### config.mk
export PLATFORM = sky130hd
export DESIGN_NAME = uart_tx_arb_flat
export DESIGN_NICKNAME = d
export VERILOG_FILES = /design/src/rtl/uart_pkg.sv /design/src/rtl/uart_tx_arb_if.sv /design/src/rtl/uart_rr_pick.sv /design/src/rtl/uart_tx_arb.sv /design/src/flat_wrapper.sv
export SDC_FILE = /design/constraint.sdc
export NUM_CORES = 1
export LEC_CHECK = 0
export CAP_MARGIN = 25
export CORE_MARGIN = 2
export CORE_UTILIZATION = 45
export DETAILED_ROUTE_END_ITERATION = 12
export GPL_TIMING_DRIVEN = 0
export HOLD_SLACK_MARGIN = 0.03
export PLACE_DENSITY = 0.74
export SLEW_MARGIN = 20
export SYNTH_ARGS = -nofsm -noshare
export SYNTH_HDL_FRONTEND = slang
export SYNTH_SLANG_ARGS = --single-unit
### constraint.sdc
create_clock -name clk -period 1.7 [get_ports clk]
set_clock_uncertainty 0.1 [all_clocks]
set_input_delay 0.34 -clock clk [delete_from_list [all_inputs] [get_ports clk]]
set_output_delay 0.34 -clock clk [all_outputs]
set_load 0.02 [all_outputs]
### src/rtl/uart_pkg.sv
// Shared types and constants for the two-requester UART transmit arbiter.
package uart_pkg;

  localparam int unsigned FrameCyclesDefault = 52080;
  localparam int unsigned ByteW              = 8;

  typedef enum logic [1:0] {
    StIdle,
    StLoad,
    StWait
  } arb_state_e;

endpackage

### src/rtl/uart_tx_arb_if.sv
// Request/accept handshakes for two byte sources plus the strobe/data pair to the UART.
interface uart_tx_arb_if;

  logic                       req0_valid;
  logic                       req1_valid;
  logic [uart_pkg::ByteW-1:0] req0_data;
  logic [uart_pkg::ByteW-1:0] req1_data;
  logic                       req0_ready;
  logic                       req1_ready;
  logic                       uart_write;
  logic [uart_pkg::ByteW-1:0] uart_data;
  logic                       busy;

  modport master (
    output req0_valid, req1_valid, req0_data, req1_data,
    input  req0_ready, req1_ready, uart_write, uart_data, busy
  );

  modport slave (
    input  req0_valid, req1_valid, req0_data, req1_data,
    output req0_ready, req1_ready, uart_write, uart_data, busy
  );

endinterface

### src/rtl/uart_rr_pick.sv
// One-hot grant between two requesters; round-robin by default, fixed priority
// (req0 first) when UART_ARB_FIXED_PRIO_EN is defined.
module uart_rr_pick (
  input  logic [1:0] valid_i,
  input  logic       ptr_i,    // index of the requester granted last
  output logic [1:0] grant_o
);

`ifdef UART_ARB_FIXED_PRIO_EN
  logic unused_ptr;
  assign unused_ptr = ptr_i;

  always_comb begin
    grant_o = 2'b00;
    if (valid_i[0]) begin
      grant_o = 2'b01;
    end else if (valid_i[1]) begin
      grant_o = 2'b10;
    end
  end
`else
  always_comb begin
    grant_o = 2'b00;
    unique case (valid_i)
      2'b01:   grant_o = 2'b01;
      2'b10:   grant_o = 2'b10;
      2'b11:   grant_o = ptr_i ? 2'b01 : 2'b10;
      default: grant_o = 2'b00;
    endcase
  end
`endif

endmodule

### src/rtl/uart_tx_arb.sv
// Arbitrates two byte sources onto one UART transmitter, reserving FRAME_CYCLES per byte.
// Build with UART_ARB_FIXED_PRIO_EN for fixed priority instead of round-robin.
module uart_tx_arb
  import uart_pkg::*;
#(
  parameter int unsigned FRAME_CYCLES = FrameCyclesDefault
) (
  input  logic          clk,
  input  logic          reset,
  uart_tx_arb_if.slave  bus
);

  arb_state_e       state_q, state_d;
  logic [15:0]      cnt_q, cnt_d;
  logic [ByteW-1:0] byte_q, byte_d;
  logic [1:0]       grant;
  logic             accept;

`ifdef UART_ARB_FIXED_PRIO_EN
  logic ptr_q;
  assign ptr_q = 1'b1;
`else
  logic ptr_q, ptr_d;
  assign ptr_d = accept ? grant[1] : ptr_q;

  always_ff @(posedge clk or negedge reset) begin
    if (!reset) begin
      ptr_q <= 1'b1;
    end else begin
      ptr_q <= ptr_d;
    end
  end
`endif

  uart_rr_pick u_pick (
    .valid_i ({bus.req1_valid, bus.req0_valid}),
    .ptr_i   (ptr_q),
    .grant_o (grant)
  );

  // Ready is gated by reset so it drops the instant reset is asserted.
  assign accept         = (state_q == StIdle) && (|grant) && reset;
  assign bus.req0_ready = accept && grant[0];
  assign bus.req1_ready = accept && grant[1];
  assign bus.uart_write = (state_q == StLoad);
  assign bus.uart_data  = (state_q == StLoad) ? byte_q : '0;
  assign bus.busy       = (state_q != StIdle);

  always_comb begin
    state_d = state_q;
    cnt_d   = cnt_q;
    byte_d  = byte_q;
    unique case (state_q)
      StIdle: begin
        if (accept) begin
          byte_d  = grant[1] ? bus.req1_data : bus.req0_data;
          state_d = StLoad;
        end
      end
      StLoad: begin
        cnt_d   = 16'(FRAME_CYCLES - 1);
        state_d = StWait;
      end
      StWait: begin
        if (cnt_q == 16'd0) begin
          state_d = StIdle;
        end else begin
          cnt_d = cnt_q - 16'd1;
        end
      end
      default: state_d = StIdle;
    endcase
  end

  always_ff @(posedge clk or negedge reset) begin
    if (!reset) begin
      state_q <= StIdle;
      cnt_q   <= 16'd0;
      byte_q  <= '0;
    end else begin
      state_q <= state_d;
      cnt_q   <= cnt_d;
      byte_q  <= byte_d;
    end
  end

endmodule
### src/flat_wrapper.sv
// flat-port wrapper written by rule: the top's interface ports become plain ports
module uart_tx_arb_flat import uart_pkg::*;
#(
  parameter int unsigned FRAME_CYCLES = FrameCyclesDefault
)
  (clk, reset, bus_req0_valid, bus_req1_valid, bus_req0_data, bus_req1_data, bus_req0_ready, bus_req1_ready, bus_uart_write, bus_uart_data, bus_busy);
  uart_tx_arb_if bus_i ();
  input  logic clk;
  input  logic reset;
  input wire logic [$bits(bus_i.req0_valid)-1:0] bus_req0_valid;
  input wire logic [$bits(bus_i.req1_valid)-1:0] bus_req1_valid;
  input wire logic [$bits(bus_i.req0_data)-1:0] bus_req0_data;
  input wire logic [$bits(bus_i.req1_data)-1:0] bus_req1_data;
  output wire logic [$bits(bus_i.req0_ready)-1:0] bus_req0_ready;
  output wire logic [$bits(bus_i.req1_ready)-1:0] bus_req1_ready;
  output wire logic [$bits(bus_i.uart_write)-1:0] bus_uart_write;
  output wire logic [$bits(bus_i.uart_data)-1:0] bus_uart_data;
  output wire logic [$bits(bus_i.busy)-1:0] bus_busy;
  assign bus_i.req0_valid = bus_req0_valid;
  assign bus_i.req1_valid = bus_req1_valid;
  assign bus_i.req0_data = bus_req0_data;
  assign bus_i.req1_data = bus_req1_data;
  assign bus_req0_ready = bus_i.req0_ready;
  assign bus_req1_ready = bus_i.req1_ready;
  assign bus_uart_write = bus_i.uart_write;
  assign bus_uart_data = bus_i.uart_data;
  assign bus_busy = bus_i.busy;
  uart_tx_arb #(.FRAME_CYCLES(FRAME_CYCLES)) u_core (.clk(clk), .reset(reset), .bus(bus_i));
endmodule
# After elaboration in Yosys (flattened, before gate mapping)
# Cells that the tools add are included.
# word_totals
register_bits	27
input_bits	20
out_inout_bits	12
# classes
addsub	1
n_eq_ne	8
muxes	9
n_reduce_logical	12
# ops
op	n
one-hot mux 16 bit (2 select lines)	1
zero test 16 bit	1
2-to-1 mux 16 bit	1
2-to-1 mux 8 bit	2
subtractor 16 x 1 -> 16 bit, second input constant	1
one-hot mux 2 bit (3 select lines)	2
== test 2 bit, second input constant	3
2-to-1 mux 2 bit	3
AND reduction 2 bit	3
== test 2 x 1 -> 1 bit, second input constant	2
logical AND 1 bit	4
inequality test 2 x 1 -> 1 bit, second input constant	2
nonzero test 2 bit	2
zero test 2 bit	1
inequality test 2 bit, second input constant	1
OR reduction 2 bit	1

# Longest topological paths before layout
# Gate-level depths: netlist (run 1).
# depth
word_depth	7
depth_mapped	7
mapped_depth_nobuf	6

# Hierarchy
# Synthesis (run 1) repeated with hierarchy kept, for this count alone.
# unflattened
hier_cells	161
area_unflattened_um2	1525.2
# modules_own_cells
mod	instances	cells_per_inst	area_each_um2	seq_area_each_um2
uart_tx_arb	1	158	1506.4	676.9
uart_rr_pick	1	3	18.8	0.0

# Worst setup path before layout (run 1)
# Ideal clock, no wire load.
# synth_path
kind	register -> output
from	register u_core.state_q[0]
to	output bus_uart_data[0]
t_arrival_ns	1.496
required_ns	1.260
setup_slack_ns	-0.236
path_stages_with_launch	6
n_path_buf	2
cell_sequence	dfrtp_1 clkbuf_1 nand2_1 clkinv_1 clkbuf_1 and2_1
# synth_via
elab_chain_cells	2
# synth_rtl
element	line_no	text
from (decl)	uart_tx_arb.sv:13	arb_state_e state_q, state_d;
from (signal assigned)	uart_tx_arb.sv:77	state_q <= StIdle;
from (signal assigned)	uart_tx_arb.sv:81	state_q <= state_d;
== test 2 x 1 -> 1 bit	--	
via bus_uart_write	flat_wrapper.sv:16	output wire logic [$bits(bus_i.uart_write)-1:0] bus_uart_write;
2-to-1 mux 8 bit	uart_tx_arb.sv:46	assign bus.uart_data = (state_q == StLoad) ? byte_q : '0;
to (decl)	flat_wrapper.sv:17	output wire logic [$bits(bus_i.uart_data)-1:0] bus_uart_data;
# The timed path passes the listed nets, and every way through them passes these cells.

# Final worst setup path (run 1)
# layout_path
from	register u_core.cnt_q[1]
to	register u_core.cnt_q[10]
# layout_via
elab_chain_cells	3
# layout_rtl
element	line_no	text
from (decl)	uart_tx_arb.sv:14	logic [15:0] cnt_q, cnt_d;
from (signal assigned)	uart_tx_arb.sv:82	cnt_q <= cnt_d;
subtractor 16 x 1 -> 16 bit / zero test 16 bit (equally long branches)	uart_tx_arb.sv:68, uart_tx_arb.sv:65	
2-to-1 mux 16 bit / inequality test 2 bit (equally long branches)	--	
one-hot mux 16 bit (2 select lines) / AND reduction 2 bit (equally long branches)	--	
# Parallel ways exist; a longest one is shown, timed or not. The select of a mux whose other input is x is not followed.
# A chain may end at the register's enable or synchronous reset.

==> results by group, run 1 <==
Worst setup path
  – RR Endpoint: u_core.cnt_q[10]
  – FF-to-FF setup slack: -0.20 ns
  – Worst-case reg-to-reg path depth: 7
  – Worst Path Required: 1.86 ns
  – Startpoint types: flop
  – Crit path kind: flop to flop
  – Critical Path AT: 2.06 ns
  – CP Capture Type: flop
  – Worst r2r src: u_core.cnt_q[1]
  – Critical Path Fanout Max: 4

Yosys
  – Synthesized flop and latch total: 27
  – Post-Syn Area per Cell: 9.567 um2
  – Sequential area share after synthesis: 43.14%
  – Mapped Cells: 164
  – Synth area leader: dfrtp_1
  – Post-synthesis cell type count: 42
  – Largest cells by area after synthesis: dfrtp_1 (41%), mux2i_1 (11%), nor2_1 (4.3%)
  – Yosys warning count: 0
  – Post-synth top area share: 41.47%
  – Syn Nets: 185
  – Cell area after synthesis: 0.001569 mm2

Drt
  – Vias post-DR: 1,531
  – M1 wire length: 1920 um
  – DR vias/cell: 5.691
  – Post-route ant nets: 0
  – Initial DRC Count: 101
  – Pre-antenna DRT Iters: 6
  – Residual DRC: 0
  – Drt wl/cell: 17.48 um
  – Top sig layer: met4
  – Overall routed net length: 4703 um
  – Met3 wire len: 165 um
  – Met2 wire len: 2527 um

Clock tree
  – CTS max path bufs: 2
  – CTS tree: done
  – CTS sink count: 27
  – TritonCTS buffer count: 3
  – Clock Pin Slew Worst Setup and Hold Paths: 0.17 ns
  – H-Tree Depth: 1
  – Clk Latency, worst-skew pair: 0.34 ns
  – CTS Root Cell: clkbuf_4

Layout
  – Post-route non-filler standard cell count: 269
  – Fin area: 0.002497 mm2
  – Most common cell after layout, fill and taps aside: buf_4
  – Most frequent cells in the layout: buf_4 (22), dfrtp_1 (20)
  – Ratio of cells with drive above 1 in the final layout: 45.29%
  – Fin util: 74.84%
  – Area growth syn-to-layout: 59.17%
  – Diode count: 0
  – Nets@finish: 245

Run
  – Max_cap viols: 0

Timing
  – Setup ws final: -0.2010 ns
  – Fmax: 526.1 MHz
  – Tightest Pin Transition: 0.3830 ns
  – Setup TNS: -2.322 ns
  – Max_slew headroom: 74.46%
  – Min Hold Slack: 0.4490 ns
  – Max-slew violations: 0
  – Post-route minimum period: 1.901 ns
  – Final hold vios: 0
  – Endpoints failing setup: 23
  – RSZ-0062 raised after global routing: true
  – Final Cycle Share: 111.8%

Die
  – Core area: 0.003337 mm2
  – Total die area: 0.003975 mm2
  – IO Count: 32
  – Die X: 63.05 um
  – Std-Cell Rows: 21
  – Chip height: 63.05 um
  – Initial core utilization: 47.02%

GRT
  – Gr usage total: 24.13%
  – Number of global-route vias before repair: 1,542
  – Remaining global-route overflow: 0
  – Initial antenna violation count: 0
  – First-pass GRT wire length: 7527 um
  – Largest net degree at the start of global routing: 27

Power and ir drop
  – P_leak: 1.050 nW
  – Psw: 1.197 mW
  – Combinational fraction of design power: 52.9%
  – Total power: 2.910 mW
  – Net Sw Frac: 41.12%
  – Sequential power share: 36.8%
  – VDD IR max: 0.5730 mV
  – Power density over the cells: 1165 mW/mm2
  – P_int: 1.713 mW
  – Clk pwr share: 10.3%

Hold path
  – WHS Path Cells: 1
  – WHS Endpoint: u_core.cnt_q[0]
  – Hold path start: u_core.cnt_q[0]
  – Worst min path class: flop to flop

Run status
  – Failing checks: negative setup slack
  – Status: complete, but fails checks

Place
  – # placed instances: 241
  – Detailed-placement wirelength estimate: 2726 um
  – Pre-CTS setup slack: -1.043 ns
  – # port buffers: 31
  – Placed standard-cell area: 0.001964 mm2
  – Routability-driven placement congestion ratio: 0.8608
## logic make-up after synthesis
logic type,Yosys count,share of synthesized area (%)
adders and majority gates,1,0.7973
DFF,27,43.14
AOI/OAI and AO/OA,26,11.01
buffers and inverters,15,4.386
and+or+nand+nor,77,29.11
muxes,18,11.56
## power groups by stage
| stage | sequential (mW) | combinational, mW | clock, mW |
|---|---|---|---|
| floorplan | 1.00 | 0.686 | 0 |
| global route | 1.10 | 1.66 | 0.341 |
| CTS | 1.05 | 1.32 | 0.308 |
| finish | 1.07 | 1.54 | 0.301 |
| detailed placement | 1.05 | 0.989 | 0 |
| global placement | 1.04 | 0.960 | 0 |
## worst max path at each step
stage | from | endpoint | slack (ns) | cells after the start
floorplan | u_core.cnt_q[0] | u_core.cnt_q[5] | -0.05 | 7
global placement | reset | bus_req1_ready | -1.83 | 6
detailed placement | bus_req1_valid | bus_req1_ready | -1.04 | 6
CTS | u_core.state_q[1] | bus_req1_ready | -0.17 | 5
global route | u_core.cnt_q[1] | u_core.cnt_q[10] | -0.33 | 7
finish | u_core.cnt_q[1] | u_core.cnt_q[10] | -0.20 | 7
## sequential cells by signal, indices dropped and copies added, names as in the netlist
name            cells
u_core.cnt_q       16
u_core.ptr_q        1
u_core.state_q      2
u_core.byte_q       8
## synth_stat cells
master and instances:
dfrtp_1 26, nor2_1 18, mux2i_1 17, a21oi_1 9, and2_1 9, nand3_1 9, nand2_1 8, nor3_1 7
inv_1 6, o21ai_0 5, buf_2 4, clkbuf_1 3, nor2b_1 3, nor4_1 3, nor4_2 3, or4_1 3
nand4_1 2, nand4b_1 2, o211ai_1 2, o41ai_1 2, or3_1 2, a21bo_2 1, a21boi_0 1, a2bb2oi_1 1
a31oi_1 1, and4_1 1, buf_6 1, clkinv_1 1, dfstp_2 1, ha_1 1, mux2_2 1, nand2_2 1
nand2b_1 1, nand3b_1 1, nor3b_2 1, nor4_4 1, o2111a_1 1, o211a_1 1, o311ai_0 1, o31ai_1 1
or3b_2 1, or4_4 1
## area by class of cell
type | count | area [um2]
multi-input combinational | 122 | 1060
fill | 229 | 839.6
sequential | 27 | 684.4
timing repair buffer | 59 | 575.6
tap | 46 | 57.56
inverter | 7 | 41.29
buffer | 3 | 32.53
clock buffer | 3 | 22.52
timing repair inverter | 1 | 16.27
clock inverter | 1 | 7.507
## layer usage
layer,vias to the layer above,global-route usage (%)
li1,718,-
met1,769,30.10
met2,34,43.48
met3,10,3.036
met4,0,6.944
met5,-,0
## timing repair
item	4_1_cts	5_1_grt
endpoints found under the setup margin	30	27
cloned	1	0
setup buffers	19	8
resized for setup	115	26
pin swaps	19	11
hold endpoints to repair	26	0
hold buffers	2	0
## critical path: stages, from the launching register on
cell and delay (ns):
dfrtp_1 0.42, inv_1 0.10, ha_4 0.15, nor3b_4 0.26
nand4_1 0.20, buf_4 0.21, nand3_1 0.11, mux2i_1 0.27
(Power assumes the default switching activity.)
==> run 2: changes to the inputs <==
Settings changed: CAP_MARGIN 25 to default, CORE_MARGIN 2 to default, PLACE_DENSITY 0.74 to 0.71.
Clock period 1.7 ns to 2.2 ns, I/O delays scaled along.
==> results by group, run 2 (synthesis results as in run 1) <==
Run status
  – Status: finished, final reports clean

Worst setup path
  – FF-to-FF setup slack: 0.20 ns
  – Crit path kind: flop to output port
  – Worst Path Required: 1.66 ns
  – Critical Path AT: 1.59 ns
  – CP Capture Type: output port
  – Critical Path Fanout Max: 5
  – Startpoint types: flop

Timing
  – Endpoints failing setup: 0
  – Max_slew headroom: 67.36%
  – Post-route minimum period: 2.127 ns
  – Max-slew violations: 0
  – Tightest Pin Transition: 0.4851 ns
  – Fmax: 470.1 MHz
  – Setup ws final: 0.07277 ns
  – Final Cycle Share: 96.69%
  – RSZ-0062 raised after global routing: false
  – Min Hold Slack: 0.4423 ns
  – Final hold vios: 0

Drt
  – Top sig layer: met4
  – Overall routed net length: 3701 um
  – Pre-antenna DRT Iters: 4
  – Vias post-DR: 1,357
  – Post-route ant nets: 0
  – DR vias/cell: 5.472
  – Met2 wire len: 1855 um
  – Met3 wire len: 94 um
  – Drt wl/cell: 14.92 um
  – Initial DRC Count: 48
  – M1 wire length: 1682 um
  – Residual DRC: 0

Layout
  – Biggest register: u_core.cnt_q
  – Area growth syn-to-layout: 30.38%
  – Ratio of cells with drive above 1 in the final layout: 19.31%
  – Post-route non-filler standard cell count: 248
  – Most common cell after layout, fill and taps aside: dfrtp_1
  – Max FFs per register: 16
  – Most frequent cells in the layout: dfrtp_1 (24), clkdlybuf4s50_1 (19), nor2_1 (17), mux2i_1 (17)
  – Regs by FF count: u_core.cnt_q: 16 flops, u_core.byte_q: 8 flops, u_core.state_q: 2 flops
  – Diode count: 0
  – Nets@finish: 224
  – Fin util: 61.30%

Die
  – Initial core utilization: 47.02%
  – Core area: 0.003337 mm2
  – IO Count: 32
  – Chip height: 61.05 um
  – Die X: 61.05 um
  – Total die area: 0.003727 mm2
  – Std-Cell Rows: 21

Clock tree
  – CTS tree: done
  – H-Tree Depth: 1
  – CTS sink count: 27
  – CTS max path bufs: 2
  – CTS Root Cell: clkbuf_4
  – Clk Latency, worst-skew pair: 0.33 ns
  – Clock Pin Slew Worst Setup and Hold Paths: 0.15 ns
  – TritonCTS buffer count: 3

GRT
  – Remaining global-route overflow: 0
  – Number of global-route vias before repair: 1,275
  – Largest net degree at the start of global routing: 27
  – Gr usage total: 21.60%
  – Initial antenna violation count: 0
  – First-pass GRT wire length: 5885 um

Place
  – # placed instances: 241
  – Detailed-placement wirelength estimate: 2665 um
  – # port buffers: 31
  – Pre-CTS setup slack: -0.8089 ns
  – Routability-driven placement congestion ratio: 0.8093

Hold path
  – Worst min path class: flop to flop

Power and ir drop
  – VDD IR max: 0.3645 mV
  – P_leak: 0.8337 nW
  – Power density over the cells: 885.0 mW/mm2
  – Total power: 1.811 mW

Run
  – Max_cap viols: 0
## run 2: final cells by class
cell class                 count  area [um2]
multi-input combinational    122       833.3
buffer                         5       46.29
timing repair buffer          37       369.1
inverter                       7       33.78
fill                         310        1291
sequential                    27       679.4
clock buffer                   4       26.28
tap                           46       57.56
## run 2: final timing paths
path | depth (start not counted) | from | end
max | 3 | u_core.state_q[1] | bus_busy
min | 2 | u_core.byte_q[4] | u_core.byte_q[4]
max reg2reg | 7 | u_core.cnt_q[0] | u_core.cnt_q[9]
min reg2reg | 2 | u_core.byte_q[4] | u_core.byte_q[4]
max in group asynchronous | 3 | reset | u_core.state_q[0]
min in group asynchronous | 3 | reset | u_core.cnt_q[4]
## run 2: per-layer routing
metal / global-route usage [%] / vias to the layer above
met2: 37.27 / 21
met1: 27.71 / 659
met5: 0 / -
met4: 7.468 / 0
met3: 3.151 / 7
li1: - / 670
## run 2: worst max-delay path: stages, from the launching register on
cell             delay [ns]
dfrtp_2                0.48
nor2_2                 0.16
inv_1                  0.08
clkdlybuf4s50_1        0.54
## run 2: what timing repair did
item / CTS / global route
hold endpoints to repair: 26 / 0
hold buffers: 2 / 0
endpoints found under the setup margin: 12 / 8
buffers inserted: 4 / 0
resized for setup: 42 / 2
## run 2: stage by stage
stage / setup TNS [ns] / area, um2
6_report: 0 / 2046
5_1_grt: 0 / 2046
4_1_cts: 0 / 2043
3_5_place_dp: -5.782 / 1932
3_3_place_gp: -13.38 / 1937
2_1_floorplan: 0 / 1569
## run 2: where the power goes
group / switching (mW) / internal [mW] / leakage [nW] / total [mW]
clock: 0.144 / 0.0711 / 0.0150 / 0.215
sequential: 0.156 / 0.653 / 0.295 / 0.809
combinational: 0.417 / 0.370 / 0.524 / 0.787
total: 0.717 / 1.09 / 0.834 / 1.81
